File: config.mk
export PLATFORM = sky130hd
export DESIGN_NAME = match_timer_ctrl
export DESIGN_NICKNAME = d
export VERILOG_FILES = /design/src/rtl/match_timer_ctrl.sv
export SDC_FILE = /design/constraint.sdc
export NUM_CORES = 1
export LEC_CHECK = 0
export CELL_PAD_IN_SITES_DETAIL_PLACEMENT = 1
export CELL_PAD_IN_SITES_GLOBAL_PLACEMENT = 2
export CORE_MARGIN = 4
export CORE_UTILIZATION = 28
export CTS_CLUSTER_SIZE = 20
export DETAILED_ROUTE_END_ITERATION = 7
export PLACE_DENSITY = 0.72
export SYNTH_ARGS = -nofsm -noshare
export SYNTH_HDL_FRONTEND = slang
export SYNTH_SLANG_ARGS = --single-unit
File: constraint.sdc
create_clock -name clk -period 2.3 [get_ports clk]
set_input_delay 0.23 -clock clk [delete_from_list [all_inputs] [get_ports clk]]
set_output_delay 0.23 -clock clk [all_outputs]
set_load 0.01 [all_outputs]
File: src/rtl/match_timer_ctrl.sv
// match_timer_ctrl: match sequencing FSM driving an external BCD match timer, tracking scores and the result.
// Ports: clk, resetN (sync, active-high) | start_key, pause_key (debounced levels, rising edge acts)
//        goal_left, goal_right (one-cycle pulses) | tc, countL, countH (timer status)
//        timer_ena, timer_loadN, datainL, datainH (timer control) | score_left, score_right, state,
//        game_over, winner (00 none, 01 left, 10 right, 11 draw), warn (last ten seconds)
module match_timer_ctrl #(
    parameter int         CLK_HZ     = 31_500_000,
    parameter logic [3:0] TIME_H     = 4'd9,
    parameter logic [3:0] TIME_L     = 4'd0,
    parameter logic [3:0] GOAL_LIMIT = 4'd5
) (
    input  logic       clk,
    input  logic       resetN,
    input  logic       start_key,
    input  logic       pause_key,
    input  logic       goal_left,
    input  logic       goal_right,
    input  logic       tc,
    input  logic [3:0] countL,
    input  logic [3:0] countH,
    output logic       timer_ena,
    output logic       timer_loadN,
    output logic [3:0] datainL,
    output logic [3:0] datainH,
    output logic [3:0] score_left,
    output logic [3:0] score_right,
    output logic [2:0] state,
    output logic       game_over,
    output logic [1:0] winner,
    output logic       warn
);
    localparam int PW = (CLK_HZ > 1) ? $clog2(CLK_HZ) : 1;
    localparam logic [PW-1:0] PMAX = PW'(CLK_HZ - 1);

    typedef enum logic [2:0] {
        IDLE  = 3'd0,
        LOAD  = 3'd1,
        RUN   = 3'd2,
        PAUSE = 3'd3,
        OVER  = 3'd4
    } state_t;

    state_t        state_q, state_d;
    logic          start_prev_q, pause_prev_q;
    logic [PW-1:0] presc_q, presc_d;
    logic [3:0]    score_left_q, score_left_d, score_right_q, score_right_d;
    logic [1:0]    winner_q, winner_d;
    logic          start_edge, pause_edge, tick;

    assign start_edge = start_key & ~start_prev_q;
    assign pause_edge = pause_key & ~pause_prev_q;
    assign tick       = presc_q == PMAX;

    always_comb begin
        state_d       = state_q;
        presc_d       = presc_q;
        score_left_d  = score_left_q;
        score_right_d = score_right_q;
        winner_d      = winner_q;
        timer_ena     = 1'b0;
        timer_loadN   = 1'b1;
        case (state_q)
            IDLE: state_d = start_edge ? LOAD : IDLE;
            LOAD: begin
                timer_loadN   = 1'b0;
                presc_d       = '0;
                score_left_d  = 4'd0;
                score_right_d = 4'd0;
                winner_d      = 2'b00;
                state_d       = RUN;
            end
            RUN: begin
                timer_ena     = tick & ~tc;
                score_left_d  = (goal_left && score_left_q < GOAL_LIMIT) ? score_left_q + 4'd1 : score_left_q;
                score_right_d = (goal_right && score_right_q < GOAL_LIMIT) ? score_right_q + 4'd1 : score_right_q;
                // The pause-edge cycle does not count as elapsed game time, but a strobe
                // already issued in that cycle must still wrap so it is not repeated on resume.
                presc_d = tick ? '0 : (pause_edge ? presc_q : presc_q + 1'b1);
                if (score_left_d >= GOAL_LIMIT || score_right_d >= GOAL_LIMIT || tc) begin
                    state_d  = OVER;
                    winner_d = (score_left_d > score_right_d) ? 2'b01 :
                               (score_right_d > score_left_d) ? 2'b10 : 2'b11;
                end else if (pause_edge) begin
                    state_d = PAUSE;
                end
            end
            PAUSE: state_d = start_edge ? LOAD : (pause_edge ? RUN : PAUSE);
            OVER:  state_d = start_edge ? LOAD : OVER;
            default: state_d = IDLE;
        endcase
    end

    always_ff @(posedge clk) begin
        if (resetN) begin
            state_q       <= IDLE;
            presc_q       <= '0;
            score_left_q  <= 4'd0;
            score_right_q <= 4'd0;
            winner_q      <= 2'b00;
            // Keys held through reset must not register as a press on release.
            start_prev_q  <= 1'b1;
            pause_prev_q  <= 1'b1;
        end else begin
            state_q       <= state_d;
            presc_q       <= presc_d;
            score_left_q  <= score_left_d;
            score_right_q <= score_right_d;
            winner_q      <= winner_d;
            start_prev_q  <= start_key;
            pause_prev_q  <= pause_key;
        end
    end

    assign state       = state_q;
    assign game_over   = state_q == OVER;
    assign winner      = winner_q;
    assign score_left  = score_left_q;
    assign score_right = score_right_q;
    assign datainL     = TIME_L;
    assign datainH     = TIME_H;
    assign warn        = (state_q == RUN || state_q == PAUSE) && countH == 4'd0 && countL != 4'd0;
endmodule

# Yosys cells after proc, flatten, opt, wreduce, memory -nomap -nowiden
# Index checks and enable logic that the tools add are counted.
# W data, S select, Z words.
[word_totals] regBits=40 in_bits=15 output_inout_bits=25 elab_cells=63
[op_classes] add_sub_neg=3 n_lt_le_gt_ge=6 eq_ne=8 muxes=20 n_bitwise=6 reduce_logical=13
[op_table] op="$mux W25" count=2
[op_table] op="$pmux W25 S2" count=1
[op_table] op="$add A25 B1 Y25 const B" count=1
[op_table] op="$eq A25 B25 Y1 const B" count=1
[op_table] op="$pmux W4 S2" count=2
[op_table] op="$pmux W3 S5" count=1
[op_table] op="$mux W3" count=3
[op_table] op="$add A4 B1 Y4 const B" count=2
[op_table] op="$ge A4 B3 Y1 const B" count=2
[op_table] op="$gt A4 B4 Y1" count=2
[op_table] op="$lt A4 B3 Y1 const B" count=2
[op_table] op="$mux W4" count=2
[op_table] op="$eq A3 B2 Y1 const B" count=2
[op_table] op="$mux W2" count=3
[op_table] op="$ne A3 B3 Y1 const B" count=2
[op_table] op="$mux W1" count=5
[op_table] op="$logic_and A1 B1 Y1" count=4
[op_table] op="$logic_not A4 Y1" count=1
[op_table] op="$pmux W2 S2" count=1
[op_table] op="$reduce_and A2 Y1" count=2
[op_table] op="$reduce_bool A4 Y1" count=1
[op_table] op="$and A1 B1 Y1" count=3
[op_table] op="$eq A3 B1 Y1 const B" count=1
[op_table] op="$eq A3 B3 Y1 const B" count=1
[op_table] op="5 further kinds" count=9

# Logic depth before layout (Yosys ltp)
[depth] depth_word=8 ltp_mapped=10 depth_no_buf=10

# Worst setup path before layout
# OpenSTA, ideal clock, no wires.
[synth_timing] kind="reg2reg" startpoint="register score_right_q[0] (netlist: score_right[0])" endpoint="register winner_q[0] (netlist: winner[0])" setup_ns=0.132 arrival_time_ns=2.186 t_required_ns=2.168 slack_ns=-0.017 stages_incl_launch_ff=11 path_buffers=0 synth_period_minus_slack_ns=2.317 cell_sequence="dfxtp_1 -> inv_1 -> ha_1 -> and2_1 -> a41oi_1 -> inv_1 -> ha_1 -> nand4_1 -> mux2i_1 -> o311ai_0 -> mux2i_1"
[synth_via] elab_chain_len=8 elab_cells_between_ends=15 classes_between="add/sub: 1; order compare: 4; eq/ne: 1; mux: 5; reduce/logical: 4"
[synth_lines] item="start: declaration" line_no="46" text="logic [3:0] score_left_q, score_left_d, score_right_q, score_right_d;"
[synth_lines] item="start signal: assignment" line_no="107" text="score_right_q <= score_right_d;"
[synth_lines] item="$lt A4 B3 Y1" line_no="75" text="score_right_d = (goal_right && score_right_q < GOAL_LIMIT) ? score_right_q + 4'd1 : score_right_q;"
[synth_lines] item="$logic_and A1 B1 Y1" line_no="75"
[synth_lines] item="$mux W4 (*)" line_no="75"
[synth_lines] item="$gt A4 B4 Y1 / $ge A4 B3 Y1 (equally long branches)" line_no="82, 79"
[synth_lines] item="$mux W1 / $logic_or A1 B1 Y1 (equally long branches)" line_no="82, 79"
[synth_lines] item="$mux W2 / $logic_or A1 B1 Y1 (equally long branches)" line_no="81, 79"
[synth_lines] item="$mux W2 / $ne A2 B2 Y1 (equally long branches)"
[synth_lines] item="$pmux W2 S2 / $reduce_and A2 Y1 (equally long branches)"
[synth_lines] item="end signal: assignment" line_no="108" text="winner_q <= winner_d;"
[synth_lines] item="end: declaration" line_no="47" text="logic [1:0] winner_q, winner_d;"
# Mark *: on every way between the ends. The rest lies on a longest branch, timed or not. The select of a mux whose other input is x is not followed.
# A chain may end at the register's enable or synchronous reset.

# Worst setup path in the final report
[layout_timing] startpoint="register presc_q[16]" endpoint="register presc_q[16]"
[layout_via] elab_chain_len=4 elab_cells_between_ends=7 classes_between="add/sub: 1; eq/ne: 2; mux: 3; reduce/logical: 1"
[layout_lines] item="start: declaration" line_no="45" text="logic [PW-1:0] presc_q, presc_d;"
[layout_lines] item="start signal: assignment" line_no="105" text="presc_q <= presc_d;"
[layout_lines] item="$add A25 B1 Y25" line_no="78" text="presc_d = tick ? '0 : (pause_edge ? presc_q : presc_q + 1'b1);"
[layout_lines] item="$mux W25 (2 in a row)" line_no="78"
[layout_lines] item="$pmux W25 S2" line_no="62" text="case (state_q)"
# Several ways; a longest one is shown, not always the timed one. The select of a mux whose other input is x is not followed.

==> results_dict.tcl <==
set metrics [dict create \
    grt_max_degree 25 \
    crit_type "reg2reg" \
    dp_hpwl_mm 6.50 \
    internal_power_w 0.00101 \
    peakVddDrop_mv 0.208 \
    worst_pin_slew_ns 0.577 \
    syn_inst 316 \
    place_ws_ns -0.0472 \
    cts_tree "done" \
    status "finished clean" \
    gp_congestion 0.796 \
    cts_buffers 5 \
    clk_path_buf_depth 2 \
    grt_pass1_vias 2731 \
    max_clock_freq_ghz 0.439 \
    hold_start "winner[0]" \
    r2r.worst_path.cells 6 \
    pwr_density_cell_nw_per_um2 381 \
    final_hold_viol_count 0 \
    swShare_pct 26.4 \
    finalSetupTns_ns 0 \
    yosysUniqueCellTypes 50 \
    clkSinkCount 40 \
    setup_slack_ns 0.0211 \
    clock_latency_ns 0.30 \
    regToRegSetupSlack_ns 0.02 \
    critPathCaptureType "flip-flop" \
    overflow 0 \
    synth-seq-area-share_pct 31.7 \
    worstPathRequired_ns 2.53 \
    rsz0062_at_grt "yes" \
    syn_to_final_growth_pct 43.2 \
    grt_antenna_before_repair 0 \
    die_x_um 103 \
    power_frac_clock_pct 37.3 \
    io_pins 40 \
    die_h_um 103 \
    seqPwrFrac_pct 50.8 \
    htreeDepth 2 \
    netlist_area_um2 2520 \
    ctsHoldBuffers 0 \
    crit_arrival_ns 2.51 \
    post-place-cells 494 \
    start_kind "flip-flop" \
    synthXorXnorAreaFrac_pct 0 \
    via_count 2764 \
    synth_fa_ha_area_share_pct 3.97 \
    antenna_left 0 \
    die_area_um2 10600 \
    port_buffers 31 \
    power.net_switching_w 0.000363 \
    whs_endpoint "winner[0]" \
    yosys.area_share.simple_pct 32.7 \
    r2r-end "presc_q[16]" \
    synth_compound_area_share_pct 21.8 \
    rr_startpoint "presc_q[16]" \
    period_needed_ns 2.28 \
    finalCritPeriodShare_pct 99.1 \
    skew_ns 0.00840 \
    drt-total-wl_mm 8.74 \
    synth-edff-count 0 \
    num_antenna_cells 0 \
    synth_top_family_by_area "simple AND/OR/NAND/NOR gates" \
    synthMuxAreaShare_pct 2.78 \
    start_util_pct 28.8 \
    clkTransAtPathRegs_ns 0.08 \
    fin_nets 424 \
    synth_flop_cell "dfxtp_1" \
    post-route-drc-count 0 \
    rows 34 \
    setup_viol 0 \
    clock-root-buffer "clkbuf_8" \
    relSlewSlack_pct 61.4 \
    grt_pass1_wl_mm 14.0 \
    power_leakage_nw 1.32 \
    finalNonFillerCells 510 \
    ys_warn_count 0 \
    hold-path-cell-count 2 \
    comb_power_share_pct 11.9 \
    syn_area_per_cell_um2 7.99 \
    power.total_w 0.00138 \
    routed_via_density 5.42 \
    core_um2 8760 \
    wl_per_cell_um 17.1 \
    drtIter0Drc 77 \
    first_pass_iters 5 \
    cp_max_fo 18 \
    drv_slew 0 \
    drive_above_1_share_pct 29.4 \
    worst_hold_path_type "reg2reg" \
    maxCapViolations 0 \
    synthArstFlopShare_pct 0 \
    grtUsageTotal_pct 16.7 \
    ys_ff_latch 40 \
]
layout by cell type, fill, tap and decap left out, types with 10 or more instances in the layout:
master | Yosys | routed
buf_4 | 8 | 60
dfxtp_1 | 40 | 37
clkdlybuf4s50_1 | 0 | 30
a21oi_1 | 33 | 26
nor2_1 | 18 | 18
nand2_1 | 17 | 16
nand3_1 | 14 | 14
inv_1 | 13 | 12
or4_1 | 15 | 11
o21ai_0 | 13 | 11
or3_1 | 11 | 10
o31ai_1 | 14 | 10
repair_timing:
| item | CTS | global route |
|---|---|---|
| gates cloned | 0 | 1 |
| setup buffers | 1 | 6 |
| pin swaps | 2 | 12 |
| setup endpoints to repair | 1 | 16 |
| gates resized for setup | 5 | 38 |
layout make-up:
cell class                      instances  area (µm²)
Clock buffer                            6        82.6
Clock inverter                          2        10.0
Fill cell                            1052        5150
Inverter                               13        48.8
Multi-Input combinational cell        247        1740
Sequential cell                        40         805
Tap cell                              108         135
Timing Repair Buffer                   94         792
metal layers:
metal | track usage [%] | up-vias | wire (µm)
li1 | - | 1353 | -
met1 | 23.6 | 1374 | 4320
met2 | 27.4 | 32 | 4130
met3 | 2.23 | 5 | 216
met4 | 3.29 | 0 | 78
met5 | 0 | - | 0
metrics by stage:
| step | hold slack, ns | cell area, µm² | utilization (%) |
|---|---|---|---|
| 3_5_place_dp | 0.477 | 3300 | 37.6 |
| 2_1_floorplan | 0.337 | 2550 | - |
| 5_1_grt | 0.516 | 3610 | 41.2 |
| 3_3_place_gp | 0.482 | 3300 | 37.6 |
| 6_report | 0.487 | 3610 | 41.2 |
| 4_1_cts | 0.489 | 3400 | 38.8 |
sequential cells by signal (all words and copies together), names as in the netlist:
name and cells:
presc_q 25, winner 2, pause_prev_q 1, score_left 4, score_right 4, state 3, start_prev_q 1
Yosys cell counts, drive strengths merged, types with 4 or more instances:
library cell	instances	area share, %
or3	11	2.7
mux2i	7	2.8
nor3	7	1.4
nand4	9	2.2
and3	4	0.99
buf	10	3.0
clkbuf	12	1.8
ha	8	4.0
or4	16	4.9
or2	4	0.99
nor2b	5	1.2
nand3	15	3.2
nand2b	8	2.0
o21ai	13	2.6
dfxtp	40	32
nor2	18	2.7
a21o	4	1.2
or4b	4	1.6
o31ai	14	4.2
a22oi	4	1.2
inv	13	1.9
a21oi	33	6.5
nand2	17	2.5
nor4	9	2.8
critical path, cell delays in order, from the launching register on:
cell      delay (ns)
dfxtp_1         0.32
or4_4           0.54
nor4_4          0.40
a21boi_4        0.13
buf_12          0.17
or4_1           0.50
a21oi_1         0.15
worst max path at each step:
| stage | start | to | slack (ns) |
|---|---|---|---|
| 6_report | presc_q[16] | presc_q[16] | 0.02 |
| 3_3_place_gp | presc_q[17] | timer_ena | -0.04 |
| 5_1_grt | presc_q[15] | presc_q[19] | -0.09 |
| 2_1_floorplan | score_right[0] | winner[0] | 0.08 |
| 4_1_cts | presc_q[20] | timer_ena | -0.03 |
| 3_5_place_dp | presc_q[16] | timer_ena | -0.05 |
kinds of logic (layout without fill, tap and decap cells):
logic type	Yosys count	after routing
multiplexers	7	7
AND/OR/NAND/NOR	138	138
buffers and inverters	35	115
adder cells (fa/ha/maj)	8	8
AO/OA/AOI/OAI	86	86
other	2	8
flip-flops	40	40
power groups by stage:
stage | sequential (W) | clock (W) | combinational (W)
after floorplan | 0.000717 | 0 | 0.0000755
after global placement | 0.000715 | 0 | 0.000143
after detailed placement | 0.000716 | 0 | 0.000145
after CTS | 0.000699 | 0.000531 | 0.000146
after global routing | 0.000700 | 0.000558 | 0.000178
final | 0.000699 | 0.000513 | 0.000163
No activity file was read; power rests on OpenSTA's default activity.
